**config.mk**
```make
export PLATFORM = sky130hd
export DESIGN_NAME = math_add_pipe
export DESIGN_NICKNAME = d
export VERILOG_FILES = /design/src/rtl/math_add_pipe.sv
export SDC_FILE = /design/constraint.sdc
export NUM_CORES = 1
export LEC_CHECK = 0
export ABC_AREA = 1
export CAP_MARGIN = 20
export CORE_UTILIZATION = 25
export DETAILED_ROUTE_END_ITERATION = 6
export GPL_ROUTABILITY_DRIVEN = 1
export PLACE_DENSITY_LB_ADDON = 0.05
export SLEW_MARGIN = 20
export SYNTH_ARGS = -nofsm -noshare
export SYNTH_HDL_FRONTEND = slang
export SYNTH_SLANG_ARGS = --single-unit
```
**constraint.sdc**
```tcl
create_clock -name clk -period 4.9 [get_ports clk]
set_clock_uncertainty 0.2 [all_clocks]
set_input_delay 1.225 -clock clk [delete_from_list [all_inputs] [get_ports clk]]
set_output_delay 1.225 -clock clk [all_outputs]
set_load 0.01 [all_outputs]
```
**src/rtl/math_add_pipe.sv**
```systemverilog
// Pipelined add/subtract with a segmented carry chain: one SEG-bit slice per stage.
// Define MATH_ADD_PIPE_OVF_EN to add the two's-complement overflow output ovf.
module math_add_pipe #(
    parameter int WIDTH = 96,
    parameter int SEG   = 48
) (
    input  logic             clk,
    input  logic             rst_n,
    input  logic             ce,
    input  logic             in_valid,
    input  logic             in_sub,
    input  logic [WIDTH-1:0] dina,
    input  logic [WIDTH-1:0] dinb,
    output logic             out_valid,
`ifdef MATH_ADD_PIPE_OVF_EN
    output logic [WIDTH:0]   dout,
    output logic             ovf
`else
    output logic [WIDTH:0]   dout
`endif
);

    localparam int NSEG = (WIDTH + SEG - 1) / SEG;

    // Slot k holds an operation whose segments 0..k-1 are already summed into s_p[k].
    logic [NSEG-1:0][WIDTH-1:0] a_p, b_p, s_p, s_nx;
    logic [NSEG-1:0]            c_p, c_nx, sub_p, v_p;

    for (genvar k = 0; k < NSEG; k++) begin : g_seg
        localparam int LO = k * SEG;
        localparam int W  = (k == NSEG - 1) ? WIDTH - LO : SEG;
        localparam logic [WIDTH-1:0] MASK = ((WIDTH'(1) << W) - WIDTH'(1)) << LO;
        logic [W:0] t;

        assign t         = {1'b0, a_p[k][LO +: W]} + {1'b0, b_p[k][LO +: W]} + {{W{1'b0}}, c_p[k]};
        assign s_nx[k]   = (s_p[k] & ~MASK) | (WIDTH'(t[W-1:0]) << LO);
        assign c_nx[k]   = t[W];
    end

`ifdef MATH_ADD_PIPE_OVF_EN
    // b_p already carries ~dinb for subtraction, so one equal-sign test covers both ops.
    logic ovf_nx;
    assign ovf_nx = (a_p[NSEG-1][WIDTH-1] == b_p[NSEG-1][WIDTH-1]) &&
                    (s_nx[NSEG-1][WIDTH-1] != a_p[NSEG-1][WIDTH-1]);
`endif

    always_ff @(posedge clk or negedge rst_n) begin
        if (!rst_n) begin
            a_p       <= '0;
            b_p       <= '0;
            s_p       <= '0;
            c_p       <= '0;
            sub_p     <= '0;
            v_p       <= '0;
            out_valid <= 1'b0;
            dout      <= '0;
`ifdef MATH_ADD_PIPE_OVF_EN
            ovf       <= 1'b0;
`endif
        end else if (ce) begin
            a_p[0]   <= dina;
            b_p[0]   <= in_sub ? ~dinb : dinb;
            s_p[0]   <= '0;
            c_p[0]   <= in_sub;
            sub_p[0] <= in_sub;
            v_p[0]   <= in_valid;
            for (int j = 1; j < NSEG; j++) begin
                a_p[j]   <= a_p[j-1];
                b_p[j]   <= b_p[j-1];
                s_p[j]   <= s_nx[j-1];
                c_p[j]   <= c_nx[j-1];
                sub_p[j] <= sub_p[j-1];
                v_p[j]   <= v_p[j-1];
            end
            out_valid <= v_p[NSEG-1];
            // For subtraction the carry-out means "no borrow", so the top bit is its inverse.
            if (v_p[NSEG-1]) begin
                dout <= {c_nx[NSEG-1] ^ sub_p[NSEG-1], s_nx[NSEG-1]};
`ifdef MATH_ADD_PIPE_OVF_EN
                ovf  <= ovf_nx;
`endif
            end
        end
    end

endmodule
```
==> results.txt <==
- The run finished with clean final reports.
- Broken down by cell family, the worst path's largest delay share belongs to buffers and inverters.
* CTS root buf: sky130_fd_sc_hd__clkbuf_16
- Horiz. Die Dim: 320 µm
- At the later pin of the worst-skew pair, clock insertion delay measures 640 ps.
- Summed over all nets, the switching power comes to 4.53 mW.
- After routing, the total negative slack on setup checks comes to 0 ps.
- The total area inside the core boundary comes to 100000 µm².
* Setup repair after global routing missed its margin: no
* Sinks on Clock Net: 439
- P&R area growth vs syn: 25.2%
* Sequential element share of the synthesized area: 0.433
* Worst path setup slack after routing: 1760 ps
- The worst setup path is captured at a primary output.
* Number of levels in the clock H-tree: 2
- After the last flow step, the layout net total stands at 4170.
- The worst pin sits at a relative slew slack of 0.419.
- The wire-length estimate of the detail-placed layout is 69800 µm.
- Commonest cells after routing, fill and taps aside: 1685 x sky130_fd_sc_hd__nand2_1, 489 x sky130_fd_sc_hd__inv_1, 439 x sky130_fd_sc_hd__dfrtp_1, 291 x sky130_fd_sc_hd__clkdlybuf4s50_1, 181 x sky130_fd_sc_hd__o21ai_0
- Hold Fails Final Rpt: 0
- CTS resizes: 0
- Starting DRC count in detailed routing: 1019
- After the flow finishes, the layout carries non-filler instances totaling 5280.
* Count of final setup violators: 0
* Post-CTS Repair Setup Buffers: 0
- Hold repair after CTS inserted 0 buffers.
- Post-synth design cell area: 25400 µm²
- The worst setup path is launched from a register.
- For this design the top-level I/O count stands at 295.
- Total congestion overflow: 0
- Synth warnings: 0
* Post-synth top flop: sky130_fd_sc_hd__dfrtp_1
- Fin crit share: 0.641
- Share of total power in the clock network: 0.332
- Syn avg cell area: 7.02 µm²
- For this run, the slowest stage of the critical path takes 600 ps.
- The repair_antennas step left the layout with diodes totalling 0.
- Counting flops with an async set or reset pin after synthesis yields a share of 1.00.
* Number of antenna violations at the first check in global routing: 1
- Leakage power: 16.4 nW
* Least-Margin Pin Slew: 871 ps
- Number of synthesized register bits: 439
- Combinational Power Share: 0.301
- Max-slew violation total from the final report: 0
- Routability Congestion: 0.881
- Share of post-route cells with drive strength above 1: 0.0464
- CP Class: reg -> out
- TritonCTS built the clock tree.
- For this run, the detailed router's first-pass iteration total came to 7.
- Yosys mapped the design onto 35 distinct sky130hd cell types.
- The internal power of the cells totals 8.51 mW.
- The share of total power dissipated in sequential elements is 0.367.
* Tot Pwr: 13.0 mW
* Max-cap violations: 0
- PD cells: 411 nW/µm²
- Across all layers, the routed design uses 22000 vias.
- Derived from the worst setup path, the maximum achievable clock frequency is 0.318 GHz.
- Once detail routing completed, the nets flagged for antenna violations numbered 0.
* Shortest clock period the worst path allows after layout: 3140 ps
- Entering global routing, the biggest net connects 152 pins.
- In this run the core area contains 116 standard-cell rows.
- For this design, the slowest cell found on the critical path is sky130_fd_sc_hd__clkdlybuf4s50_1.
- Starting Density: 0.253
- The finished cells cover 31700 µm².
- Routed wirelength normalized by instance count: 16.9 µm
* Die area: 103000 µm²
- Ratio of routed vias to standard cells: 4.16
- Placed instance area: 29800 µm²
- Prior to clock tree synthesis, the placed netlist has a worst setup slack of 1540 ps.
* Sw Share: 0.347
* Number of buffers added by the clock tree synthesis step: 56
* Worst Hold Class: reg -> reg
- Leading cell type in the layout, fill and taps excluded: sky130_fd_sc_hd__nand2_1
- Worst EP arrival: 1720 ps
* Largest fanout of any net on the critical path: 2
- Counting both buffers and inverters, the worst setup path holds a total of 1.
- WP data required: 3470 ps
- Syn Inst Count: 3609
* Number of instances in the placed design: 5174
- After filler insertion, the fill cell instance count of the layout stands at 11100.
- Cell chain of the critical path: clkdlybuf4s50_1
- Sum of routed wire length over all layers: 89300 µm
- Maximum vdd drop: 300 µV
- The number of global-route vias before repair is 22700.
- For this run, the total global-route usage over all layers was measured as 0.175.
* Number of enable flip-flop cells after synthesis: 0
- In this run the deepest clock path goes through 3 buffers.
* Die span in y: 320 µm
* IO Port Bufs: 294
- For this run, design rule violations remaining after detail routing come to 0.
* First-pass GRT wire length: 137000 µm
* Clock slew at the register clock pins of the worst setup and hold paths: 60 ps
- Number of nets produced by synthesis: 3904
flip-flops by register name, indices dropped and copies added (netlist names):
| name | count |
|---|---|
| b_p | 144 |
| c_p | 2 |
| a_p | 144 |
| s_p | 48 |
| sub_p | 1 |
| out_valid | 1 |
| v_p | 2 |
| dout | 97 |
power by group through the flow:
| stage | sequential, mW | clock (mW) | combinational [mW] |
|---|---|---|---|
| finish | 4.79 | 4.32 | 3.93 |
| global route | 4.88 | 4.62 | 4.43 |
| CTS | 4.82 | 4.50 | 4.03 |
| detailed placement | 4.87 | 0 | 4.02 |
| global placement | 4.89 | 0 | 4.00 |
| floorplan | 4.81 | 0 | 2.08 |
cell type report:
cell class	count	area, µm²	area share
clock buffers	80	1600	0.0504
flip-flops and latches	439	11000	0.346
inverters	496	1870	0.0589
well taps	1357	1700	0.0535
clock inverters	26	325	0.0102
repair buffers	315	3220	0.102
multi-input cells	2567	12000	0.379
Yosys cell counts (8+ instances only):
| cell type | n | share of area |
|---|---|---|
| sky130_fd_sc_hd__nand2_1 | 1686 | 0.25 |
| sky130_fd_sc_hd__inv_1 | 490 | 0.073 |
| sky130_fd_sc_hd__dfrtp_1 | 439 | 0.43 |
| sky130_fd_sc_hd__o21ai_0 | 181 | 0.036 |
| sky130_fd_sc_hd__nor2_1 | 148 | 0.022 |
| sky130_fd_sc_hd__xnor2_1 | 132 | 0.046 |
| sky130_fd_sc_hd__nand3_1 | 131 | 0.026 |
| sky130_fd_sc_hd__ha_1 | 94 | 0.046 |
| sky130_fd_sc_hd__a21oi_1 | 60 | 0.012 |
| sky130_fd_sc_hd__clkbuf_1 | 54 | 0.0080 |
| sky130_fd_sc_hd__buf_2 | 47 | 0.0093 |
| sky130_fd_sc_hd__nor2_2 | 28 | 0.0069 |
| sky130_fd_sc_hd__nand4_1 | 20 | 0.0049 |
| sky130_fd_sc_hd__o21ai_1 | 14 | 0.0028 |
| sky130_fd_sc_hd__nand3b_1 | 12 | 0.0036 |
| sky130_fd_sc_hd__nand2_2 | 10 | 0.0025 |
| sky130_fd_sc_hd__nor3_1 | 8 | 0.0016 |
routing by layer:
metal | up-vias | global-route usage | share of wire
met5 | - | 0 | 0
met2 | 330 | 0.317 | 0.51
li1 | 11500 | - | -
met1 | 10100 | 0.219 | 0.44
met4 | 0 | 0.0470 | 0.024
met3 | 101 | 0.0194 | 0.029
path summary, 6_finish.rpt:
| path | startpoint | to | slack [ps] | cells after the start |
|---|---|---|---|---|
| max | dout[50]$_DFFE_PN0P_ | dout[50] | 1760 | 1 |
| min | b_p[78]$_DFFE_PN0P_ | b_p[174]$_DFFE_PN0P_ | 270 | 2 |
| max reg2reg | c_p[0]$_DFFE_PN0P_ | s_p[136]$_DFFE_PN0P_ | 1810 | 13 |
| min reg2reg | b_p[78]$_DFFE_PN0P_ | b_p[174]$_DFFE_PN0P_ | 270 | 2 |
| max in group asynchronous | rst_n | b_p[48]$_DFFE_PN0P_ | 3170 | 2 |
| min in group asynchronous | rst_n | a_p[61]$_DFFE_PN0P_ | 350 | 1 |
worst reg2reg max path: stages, from the launching register on:
cell and delay (ps):
sky130_fd_sc_hd__dfrtp_1 460, sky130_fd_sc_hd__fa_1 490, sky130_fd_sc_hd__fa_1 500, sky130_fd_sc_hd__nand3_1 120, sky130_fd_sc_hd__nand3_1 200, sky130_fd_sc_hd__nand2_1 110
sky130_fd_sc_hd__nand2_1 150, sky130_fd_sc_hd__nand2_1 120, sky130_fd_sc_hd__nand3_2 130, sky130_fd_sc_hd__nand2_1 170, sky130_fd_sc_hd__nand2_1 90, sky130_fd_sc_hd__nand2_1 70
sky130_fd_sc_hd__nand3_1 90, sky130_fd_sc_hd__nand2_1 100
stage by stage:
step | utilization | hold slack (ps)
after CTS | 0.317 | 267
after detailed placement | 0.297 | 255
after global routing | 0.317 | 291
after floorplan | - | 242
after global placement | 0.297 | 253
final | 0.317 | 265
logic make-up (layout without fill, tap and decap cells):
family                     after synthesis  in the layout  synth area share
adders and majority gates               98             98            0.0496
and+or+nand+nor                       2068           2068             0.325
xor gates and xnor gates               137            137            0.0473
DFF                                    439            439             0.433
buffers and inverters                  603            917            0.0919
AOI/OAI and AO/OA                      264            264            0.0532
(Power assumes the default switching activity.)
